[config.mk]
export PLATFORM = sky130hd
export DESIGN_NAME = hazard_control_unit
export DESIGN_NICKNAME = d
export VERILOG_FILES = /design/src/rtl/hazard_pkg.sv /design/src/rtl/sat_counter.sv /design/src/rtl/hazard_control_unit.sv
export SDC_FILE = /design/constraint.sdc
export NUM_CORES = 1
export LEC_CHECK = 0
export CORE_MARGIN = 3
export CORE_UTILIZATION = 44
export CTS_BUF_LIST = sky130_fd_sc_hd__clkbuf_16
export CTS_CLUSTER_DIAMETER = 40
export DETAILED_ROUTE_END_ITERATION = 10
export GPL_ROUTABILITY_DRIVEN = 0
export GPL_TIMING_DRIVEN = 0
export PLACE_DENSITY = 0.79
export SYNTH_ARGS = -nofsm -noshare
export SYNTH_HDL_FRONTEND = slang
export SYNTH_SLANG_ARGS = --single-unit
[constraint.sdc]
create_clock -name clk -period 2.62 [get_ports clk]
set_input_delay 0.655 -clock clk [delete_from_list [all_inputs] [get_ports clk]]
set_output_delay 0.655 -clock clk [all_outputs]
set_load 0.05 [all_outputs]
[src/rtl/hazard_pkg.sv]
// Shared definitions for the pipeline hazard controller: state encoding,
// control-bundle layout and the canned control patterns driven per hazard.
package hazard_pkg;

    localparam int unsigned REG_ADDR_W  = 3;
    localparam int unsigned MEM_CNT_W   = 2;
    localparam int unsigned STALL_CNT_W = 16;

    typedef enum logic {
        RUN      = 1'b0,
        MEM_WAIT = 1'b1
    } hz_state_e;

    typedef struct packed {
        logic pc_we;
        logic f2d_we;
        logic f2d_flush;
        logic d2e_we;
        logic d2e_bubble;
        logic e2m_we;
    } hz_ctrl_t;

    // Held while in reset: nothing advances and both pipeline registers load NOPs.
    localparam hz_ctrl_t CTRL_NOP = '{pc_we: 1'b0, f2d_we: 1'b0, f2d_flush: 1'b1,
                                      d2e_we: 1'b0, d2e_bubble: 1'b1, e2m_we: 1'b0};

    localparam hz_ctrl_t CTRL_RUN = '{pc_we: 1'b1, f2d_we: 1'b1, f2d_flush: 1'b0,
                                      d2e_we: 1'b1, d2e_bubble: 1'b0, e2m_we: 1'b1};

    localparam hz_ctrl_t CTRL_FREEZE = '{pc_we: 1'b0, f2d_we: 1'b0, f2d_flush: 1'b0,
                                         d2e_we: 1'b0, d2e_bubble: 1'b0, e2m_we: 1'b0};

    localparam hz_ctrl_t CTRL_BRANCH = '{pc_we: 1'b1, f2d_we: 1'b1, f2d_flush: 1'b1,
                                         d2e_we: 1'b1, d2e_bubble: 1'b1, e2m_we: 1'b1};

    localparam hz_ctrl_t CTRL_LOAD_USE = '{pc_we: 1'b0, f2d_we: 1'b0, f2d_flush: 1'b0,
                                           d2e_we: 1'b1, d2e_bubble: 1'b1, e2m_we: 1'b1};

endpackage

[src/rtl/sat_counter.sv]
// Saturating up-counter for performance-debug statistics; holds at all-ones.
module sat_counter #(
    parameter int unsigned W = 16
) (
    input  logic         clk,
    input  logic         rst_n,
    input  logic         inc_i,
    output logic [W-1:0] count_o
);

    logic [W-1:0] count_q;

    always_ff @(posedge clk or negedge rst_n) begin
        if (!rst_n) begin
            count_q <= '0;
        end else if (inc_i && (count_q != '1)) begin
            count_q <= count_q + W'(1);
        end
    end

    assign count_o = count_q;

endmodule

[src/rtl/hazard_control_unit.sv]
// Stall/flush/freeze controller for the PC, F2D, D2E and E2M pipeline registers,
// covering load-use, taken-branch and multi-cycle memory hazards.
module hazard_control_unit #(
    parameter int unsigned REG_ADDR_W  = hazard_pkg::REG_ADDR_W,
    parameter int unsigned MEM_CNT_W   = hazard_pkg::MEM_CNT_W,
    parameter int unsigned STALL_CNT_W = hazard_pkg::STALL_CNT_W
) (
    input  logic                   clk,
    input  logic                   rst,
    input  logic [REG_ADDR_W-1:0]  srcAAfterF2D,
    input  logic [REG_ADDR_W-1:0]  srcBAfterF2D,
    input  logic                   usesSrcA,
    input  logic                   usesSrcB,
    input  logic [REG_ADDR_W-1:0]  destAddrAfterD2E,
    input  logic                   RWAfterD2E,
    input  logic                   MTRAfterD2E,
    input  logic                   branchTaken,
    input  logic                   memMultiStart,
    input  logic [MEM_CNT_W-1:0]   memExtraCycles,
    output logic                   pcWriteEn,
    output logic                   f2dWriteEn,
    output logic                   f2dFlush,
    output logic                   d2eWriteEn,
    output logic                   d2eBubble,
    output logic                   e2mWriteEn,
    output logic [STALL_CNT_W-1:0] stallCount
);

    import hazard_pkg::*;

    hz_state_e            state_q, state_d;
    logic [MEM_CNT_W-1:0] wait_q, wait_d;
    hz_ctrl_t             ctrl_c;
    logic                 load_use_c;
    logic                 mem_start_c;

    assign load_use_c = MTRAfterD2E && RWAfterD2E &&
                        ((usesSrcA && (srcAAfterF2D == destAddrAfterD2E)) ||
                         (usesSrcB && (srcBAfterF2D == destAddrAfterD2E)));

    assign mem_start_c = memMultiStart && (memExtraCycles != '0);

    always_ff @(posedge clk or negedge rst) begin
        if (!rst) begin
            state_q <= RUN;
            wait_q  <= '0;
        end else begin
            state_q <= state_d;
            wait_q  <= wait_d;
        end
    end

    // wait_q counts the MEM_WAIT cycles still to come, so the whole freeze
    // (start cycle included) lasts exactly memExtraCycles cycles.
    always_comb begin
        state_d = state_q;
        wait_d  = wait_q;
        ctrl_c  = CTRL_RUN;
        case (state_q)
            RUN: begin
                if (mem_start_c) begin
                    ctrl_c  = CTRL_FREEZE;
                    wait_d  = memExtraCycles - MEM_CNT_W'(1);
                    state_d = (memExtraCycles == MEM_CNT_W'(1)) ? RUN : MEM_WAIT;
                end else if (branchTaken) begin
                    ctrl_c = CTRL_BRANCH;
                end else if (load_use_c) begin
                    ctrl_c = CTRL_LOAD_USE;
                end
            end
            MEM_WAIT: begin
                ctrl_c = CTRL_FREEZE;
                wait_d = wait_q - MEM_CNT_W'(1);
                if (wait_q <= MEM_CNT_W'(1)) begin
                    state_d = RUN;
                end
            end
        endcase
        if (!rst) begin
            ctrl_c = CTRL_NOP;
        end
    end

    assign pcWriteEn  = ctrl_c.pc_we;
    assign f2dWriteEn = ctrl_c.f2d_we;
    assign f2dFlush   = ctrl_c.f2d_flush;
    assign d2eWriteEn = ctrl_c.d2e_we;
    assign d2eBubble  = ctrl_c.d2e_bubble;
    assign e2mWriteEn = ctrl_c.e2m_we;

    sat_counter #(
        .W (STALL_CNT_W)
    ) u_stall_cnt (
        .clk     (clk),
        .rst_n   (rst),
        .inc_i   (~ctrl_c.pc_we),
        .count_o (stallCount)
    );

endmodule

Word level (Yosys, flattened, before mapping) --
Cells that the tools add are included.
Operators by class: $add $sub $neg 3, multipliers 0, divide/modulo/power cells 0, magnitude comparators 1, eq/ne operators 5, shifts and indexed selects 0, muxes and demuxes 11, bitwise gates (word level) 2, reductions and logical operators 8
Operators with widths (count):
- $mux W6 | 4
- $add A16 B1 Y16 const B | 1
- $ne A16 B16 Y1 const B | 1
- $pmux W6 S2 | 1
- $eq A3 B3 Y1 | 2
- $logic_and A1 B1 Y1 | 6
- $pmux W2 S2 | 1
- $sub A2 B1 Y2 const B | 2
- $mux W1 | 3
- $eq A2 B1 Y1 const B | 1
- $le A2 B1 Y1 const B | 1
- $mux W2 | 1
- $ne A2 B2 Y1 const B | 1
- $not A1 Y1 | 2
- $pmux W1 S2 | 1
- $reduce_bool A2 Y1 | 1
- $logic_or A1 B1 Y1 | 1
Storage, ports and cells: bits in registers 19, bits in latches 0, bits in writable memories 0, memory bits (read-only) 0, bits of input ports 19, output and inout port bits 22, word-level logic and storage cells 33, memories kept 0

Longest topological paths before layout --
Gate-level depths: netlist of the first run.
word-level depth 11, gate-level depth with buffers 8, depth with buffers taken out 7

Cells and area by module --
A second synthesis of the first run with hierarchy kept.
Second synthesis, totals: cell total of the unflattened synthesis 111, area, all modules 1184.9 um2
By module, submodules not included:
- sat_counter | instances 1, cells an instance 72, area an instance 859.6 um2, sequential area each 400.4 um2
- hazard_control_unit | instances 1, cells an instance 39, area an instance 325.3 um2, sequential area each 75.1 um2

Least setup slack after synthesis of the first run --
No wires, ideal clock.
kind input -> output, from input port memExtraCycles[0], to output port pcWriteEn, data arrival time 2.690 ns, data required time 1.965 ns, slack -0.725 ns, stages 8, path buffers 2, cells stage by stage inv_1 -> ha_1 -> and2b_2 -> nor2_2 -> nand3_2 -> buf_2 -> nand2_1 -> buf_4
On the way: longest elaborated chain between the ends 5
RTL lines:
- from (decl) | line hazard_control_unit.sv:19 | input logic [MEM_CNT_W-1:0] memExtraCycles,
- $reduce_bool A2 Y1 | line hazard_control_unit.sv:41 | assign mem_start_c = memMultiStart && (memExtraCycles != '0);
- $logic_and A1 B1 Y1 | line hazard_control_unit.sv:41
- $mux W6 | line hazard_control_unit.sv:61 | if (mem_start_c) begin
- $pmux W6 S2 | line hazard_control_unit.sv:59 | case (state_q)
- $mux W6 | line hazard_control_unit.sv:79 | if (!rst) begin
- to (decl) | line hazard_control_unit.sv:20 | output logic pcWriteEn,
Every way passes these cells.

Worst setup path after layout of the first run --
from input port RWAfterD2E, to output port pcWriteEn
On the way: longest elaborated chain between the ends 7
RTL lines:
- from (decl) | line hazard_control_unit.sv:15 | input logic RWAfterD2E,
- $logic_and A1 B1 Y1 (2 in a row) | line hazard_control_unit.sv:37 | assign load_use_c = MTRAfterD2E && RWAfterD2E &&
- $mux W6 | line hazard_control_unit.sv:67 | end else if (load_use_c) begin
- $mux W6 | line hazard_control_unit.sv:65 | end else if (branchTaken) begin
- $mux W6 | line hazard_control_unit.sv:61
- $pmux W6 S2 | line hazard_control_unit.sv:59
- $mux W6 | line hazard_control_unit.sv:79
Every way passes these cells.

==> results.yml, run 1 <==
timing:
  tightestPinTransition_ns: 0.508
  relSlewSlack_pct: 66.0
  skew_ns: 0.00144
  fmax_ghz: 0.388
  rsz0062_at_grt: "no"
  drv_slew: 0
  period_share_pct: 98.4
  hold_viol: 0
  setup_violations: 0
  min_period_ns: 2.58
global_route:
  grt_pass1_vias: 1203
  grt_max_degree: 22
  antenna_found_initial: 0
  track_usage_pct: 21.8
  grt_overflow: 0
  grt_pass1_wl_mm: 5.58
setup_path:
  end_kind: "output pin"
  critPathMaxFanout: 3
  cpPeakStageDelay_ns: 0.58
  path_buf_inv: 3
  crit_path_cell_trace: "clkdlybuf4s50_1, nand2_1, o21ai_2, nand2_8, buf_6, buf_8"
  crit_path_top_delay_cell: "clkdlybuf4s50_1"
  crit_type: "in2out"
  cp-start-kind: "primary input"
  critPathArrivalTime_ns: 1.92
  cp.required_ns: 1.97
  cpLargestDelayFamily: "buffers and inverters"
yosys:
  synth_cells: 120
  syn_area_sq_mm: 0.00118
  synth-seq-cells: 19
  yosysUniqueCellTypes: 31
  seq_area_frac_synth_pct: 40.4
  syn_nets: 143
  syn_avg_cell_area_sq_um: 9.81
  yosys_warnings: 0
floorplan:
  die_w_microns: 57.7
  io_pins: 41
  fp.coreArea_sq_mm: 0.00250
  die_area_sq_mm: 0.00333
  initial_core_util_pct: 47.1
  row_count: 18
  die_h_microns: 57.7
clock_tree:
  cts_tree: "yes"
  cts.clk_slew.worst_paths_ns: 0.05
  cts_buffers: 3
  cts_sinks: 19
  hold_buffers: 0
  clk_path_buf_depth: 2
  ctsRootBufferMaster: "clkbuf_16"
  clkLatencyLatePin_ns: 0.25
  htree_num_levels: 1
drt:
  post-route-drc-count: 0
  drt_iter0_markers: 28
  viasPerCell: 5.63
  ant_nets: 0
  drtPass1Iterations: 4
  wl_per_cell_microns: 16.4
  drt-total-wl_mm: 3.30
  vias: 1132
layout:
  final_cell_mix: "21 x clkdlybuf4s50_1, 20 x xnor2_1, 19 x dfrtp_1"
  final_nets: 195
  final_common_cell: "clkdlybuf4s50_1"
  final_util_pct: 72.1
  area_growth_pct: 53.0
  n_antenna_cell: 0
  stdcell_area_sq_mm: 0.00180
  drive_gt1_share_pct: 25.7
  layoutNonFillerInstCount: 201
job:
  drv_cap: 0
placed_design:
  numPlacedInstances: 190
  dpl_cell_area_sq_mm: 0.00165
  io_buffers: 40
  dp_hpwl_mm: 2.23
hold_path:
  hold_path_class: "in2async"
pwr:
  leakage_uw: 0.000783
  p_total_uw: 1680
  p_per_area_mw_per_mm2: 930
  max-vdd-ir-drop_v: 0.000936
status:
  status: "finished, final reports clean"
kinds of logic after synthesis:
| logic type | count (synthesis) | share of synthesized area, % |
|---|---|---|
| adder cells (fa/ha/maj) | 4 | 4.25 |
| multiplexers | 2 | 2.13 |
| XOR/XNOR | 20 | 14.9 |
| AND/OR/NAND/NOR | 57 | 27.8 |
| buffers and inverters | 9 | 3.93 |
| AO/OA/AOI/OAI | 9 | 6.59 |
| flip-flops | 19 | 40.4 |
Yosys cell counts (all sizes together):
| cell | number | area (sq um) |
|---|---|---|
| and2b | 1 | 8.76 |
| buf | 4 | 27.5 |
| a211oi | 1 | 7.51 |
| a21oi | 3 | 15.0 |
| mux2i | 1 | 10.0 |
| ha | 4 | 50.1 |
| nand3b | 1 | 7.51 |
| nand2 | 14 | 55.1 |
| mux2 | 1 | 15.0 |
| a311oi | 1 | 26.3 |
| and4 | 1 | 10.0 |
| nor4 | 2 | 27.5 |
| nor3 | 3 | 15.0 |
| and3 | 3 | 20.0 |
| dfrtp | 19 | 475 |
| o2bb2ai | 1 | 8.76 |
| nand3 | 13 | 75.1 |
| o21ai | 2 | 10.0 |
| xnor2 | 20 | 175 |
| nor2 | 11 | 51.3 |
| a41o | 1 | 10.0 |
| nand2b | 1 | 13.8 |
| nand4 | 7 | 43.8 |
| inv | 5 | 18.8 |
sequential cells by signal, summed over array words and instances (netlist names):
signal and count:
wait_q 2, u_stall_cnt.count_o 16, state_q 1
layer usage:
metal	vias to the layer above	share of wire [%]	global-route usage, %
met1	542	40	24.7
met2	55	49	36.5
met3	17	6.9	6.90
li1	518	-	-
met4	0	3.8	11.6
met5	-	0	0
timing repair:
item / in CTS / in global routing
pin swaps: 12 / 3
setup endpoints to repair: 18 / 5
setup buffers: 5 / 3
resized for setup: 61 / 5
cell type report:
| class | count | area, sq um |
|---|---|---|
| flip-flops and latches | 19 | 475 |
| well taps | 30 | 37.5 |
| multi-input cells | 92 | 716 |
| inverters | 5 | 18.8 |
| clock inverters | 1 | 3.75 |
| plain buffers | 3 | 26.3 |
| fillers | 190 | 698 |
| repair buffers | 48 | 449 |
| clock buffers | 3 | 75.1 |
stage by stage:
| step | setup TNS, ns | hold WS, ns | setup WS [ns] |
|---|---|---|---|
| after floorplan | -0.0910 | 0.359 | -0.0910 |
| after global placement | -10.38 | 0.482 | -1.51 |
| after detailed placement | -11.50 | 0.495 | -1.56 |
| after CTS | 0 | 0.392 | 0.00772 |
| after global routing | 0 | 0.343 | 0.0133 |
| final | 0 | 0.319 | 0.0429 |
worst paths after layout:
check | end | startpoint | cells after the start | slack [ns]
max in group asynchronous | u_stall_cnt.count_o[5] | rst | 1 | 2.06
hold / removal | state_q | rst | 1 | 0.32
min in group clk | u_stall_cnt.count_o[15] | u_stall_cnt.count_o[15] | 1 | 0.52
hold reg to reg | u_stall_cnt.count_o[15] | u_stall_cnt.count_o[15] | 1 | 0.52
setup reg to reg | u_stall_cnt.count_o[1] | u_stall_cnt.count_o[0] | 6 | 0.68
setup / recovery | pcWriteEn | RWAfterD2E | 6 | 0.04
worst reg2reg max path, cell delays in order (launching register included):
cell	delay (ns)
dfrtp_1	0.40
ha_1	0.20
nand3_2	0.19
nor4_4	0.52
nor2_4	0.10
nand2_2	0.11
mux2_4	0.29
power breakdown:
group	internal (uW)	total, uW	leakage [uW]	switching [uW]
clock network	203	315	0.0000423	112
logic	353	891	0.000503	538
registers	378	469	0.000238	91.3
(Power assumes the default switching activity.)
==> inputs of run 2 (changes only) <==
CORE_UTILIZATION = 30   (was 44)
PLACE_DENSITY = 0.58   (was 0.79)
TNS_END_PERCENT = 20   (was default)
clock period = 3.1 ns   (was 2.62 ns; I/O delays follow)
==> run 2 against run 1 <==
  * Hold slack better by 0.17 ns
  * Clock skew is 0.0018 ns higher
  * Core utilization is 24 points lower
  * Largest power group unchanged
  * Sequential power is 16% lower
  * First-iteration DRC count is 100% higher
  * Highest routed layer unchanged
  * Register-to-register slack better by 0.51 ns
  * Wire length is 18% lower
==> results.yml, run 2 (synthesis results as in run 1) <==
job:
  drv_cap: 0
floorplan:
  row_count: 22
  die_area_sq_mm: 0.00471
  io_pins: 41
  die_w_microns: 68.6
  initial_core_util_pct: 31.7
  fp.coreArea_sq_mm: 0.00372
  die_h_microns: 68.6
hold_path:
  min_delay_path_depth: 1
  hold_start: "u_stall_cnt.count_o[15]"
  min_to: "u_stall_cnt.count_o[15]"
  hold_path_class: "reg2reg"
layout:
  largest_register_ffs: 16
  final_nets: 192
  n_antenna_cell: 0
  layoutNonFillerInstCount: 216
  fillCellCount: 362
  drive_gt1_share_pct: 20.2
  area_growth_pct: 50.5
  final_common_cell: "clkdlybuf4s50_1"
  final_cell_mix: "31 x clkdlybuf4s50_1, 20 x xnor2_1, 19 x dfrtp_1"
  stdcell_area_sq_mm: 0.00177
timing:
  relSlewSlack_pct: 62.4
  hold_viol: 0
  rsz0062_at_grt: "no"
  fmax_ghz: 0.338
  tns_ns: 0
  skew_ns: 0.00326
  setup_violations: 0
  tightestPinTransition_ns: 0.564
  drv_slew: 0
  period_share_pct: 95.5
  min_period_ns: 2.96
drt:
  wl_per_cell_microns: 12.5
  post-route-drc-count: 0
  ant_nets: 0
  drt-total-wl_mm: 2.69
  vias: 1034
  viasPerCell: 4.79
  drt_iter0_markers: 56
  drtPass1Iterations: 4
setup_path:
  cpPeakStageDelay_ns: 0.54
  cp.required_ns: 2.32
  rr_startpoint: "u_stall_cnt.count_o[0]"
  crit_path_top_delay_cell: "clkdlybuf4s15_2"
  crit_path_cell_trace: "clkdlybuf4s15_2, nand2b_4, nor2_4, clkdlybuf4s15_1"
  ff2ff_setup_slack_ns: 1.19
  cp-start-kind: "primary input"
  end_kind: "output pin"
  ff2ff_path_depth: 6
  r2r-end: "u_stall_cnt.count_o[1]"
  critPathArrivalTime_ns: 2.19
  critPathMaxFanout: 21
  crit_type: "in2out"
  crit_start: "rst"
pwr:
  p_sw_uw: 596
  p_per_area_mw_per_mm2: 773
  leakage_uw: 0.000752
  max-vdd-ir-drop_v: 0.000263
  clkPwrFrac_pct: 19.3
  cell_internal_pwr_uw: 773
  pwr-share-comb_pct: 51.9
  switching_share_pct: 43.6
  seqPwrFrac_pct: 28.8
clock_tree:
  htree_num_levels: 1
  cts_buffers: 3
  cts_tree: "yes"
  cts.clk_slew.worst_paths_ns: 0.05
  ctsRootBufferMaster: "clkbuf_16"
  hold_buffers: 0
  cts_sinks: 19
  clk_path_buf_depth: 2
  clkLatencyLatePin_ns: 0.25
global_route:
  track_usage_pct: 12.6
  grt_pass1_vias: 1020
  grt_overflow: 0
  antenna_found_initial: 0
  grt_pass1_wl_mm: 4.52
  grt_max_degree: 22
placed_design:
  dp_hpwl_mm: 2.08
  dpl_cell_area_sq_mm: 0.00165
  io_buffers: 40
  numPlacedInstances: 208
status:
  status: "finished, final reports clean"
run 2: cell count changes in the layout (fill, tap and decap cells not counted), sizes merged:
cell           delta
clkdlybuf4s50    +10
clkbuf            -2
clkdlybuf4s18     -1
dlygate4sd2       -8
inv               -1
clkinv            +1
buf               -2
run 2: power by group through the flow:
stage / sequential (uW) / combinational [uW] / clock, uW
final: 395 / 711 / 264
after global routing: 408 / 765 / 282
after CTS: 395 / 708 / 267
after detailed placement: 398 / 704 / 0
after global placement: 397 / 693 / 0
after floorplan: 556 / 320 / 0
run 2: layer usage:
layer  wire, microns  share of wire [%]  global-route usage, %
met5               0                  0                      0
met4              46                1.7                   5.21
met3             227                8.4                   3.24
met2            1200                 45                   20.7
met1            1210                 45                   15.6
run 2: final cells by class:
type / count / area [sq um] / area share (%)
Inverter: 5 / 18.8 / 1.06
Timing Repair Buffer: 45 / 427 / 24.1
Clock inverter: 1 / 5.00 / 0.282
Sequential cell: 19 / 475 / 26.8
Multi-Input combinational cell: 92 / 688 / 38.8
Clock buffer: 3 / 75.1 / 4.24
Buffer: 3 / 22.5 / 1.27
Tap cell: 48 / 60.1 / 3.39
run 2: worst max-delay path, delay by kind of cell:
kind,cells,cell delay (ns)
buf+inv,2,1.07
simple gates,2,0.33
run 2: timing repair:
item	4_1_cts	5_1_grt
setup endpoints to repair	6	3
setup buffers	3	2
resized for setup	36	4
pin swaps	0	0
run 2: worst max-delay path by stage:
stage / endpoint
final: d2eWriteEn
after global routing: d2eWriteEn
after CTS: d2eBubble
after detailed placement: pcWriteEn
after global placement: pcWriteEn
after floorplan: pcWriteEn
run 2: per-stage QoR:
stage	total power (uW)	hold slack [ns]	utilization (%)	setup WS, ns
after floorplan	876	0.464	-	0.0167
after CTS	1370	0.502	47.0	0.00951
after global routing	1460	0.542	47.7	0.0126
after detailed placement	1100	0.495	44.4	-1.37
after global placement	1090	0.494	44.4	-1.37
final	1370	0.494	47.7	0.139
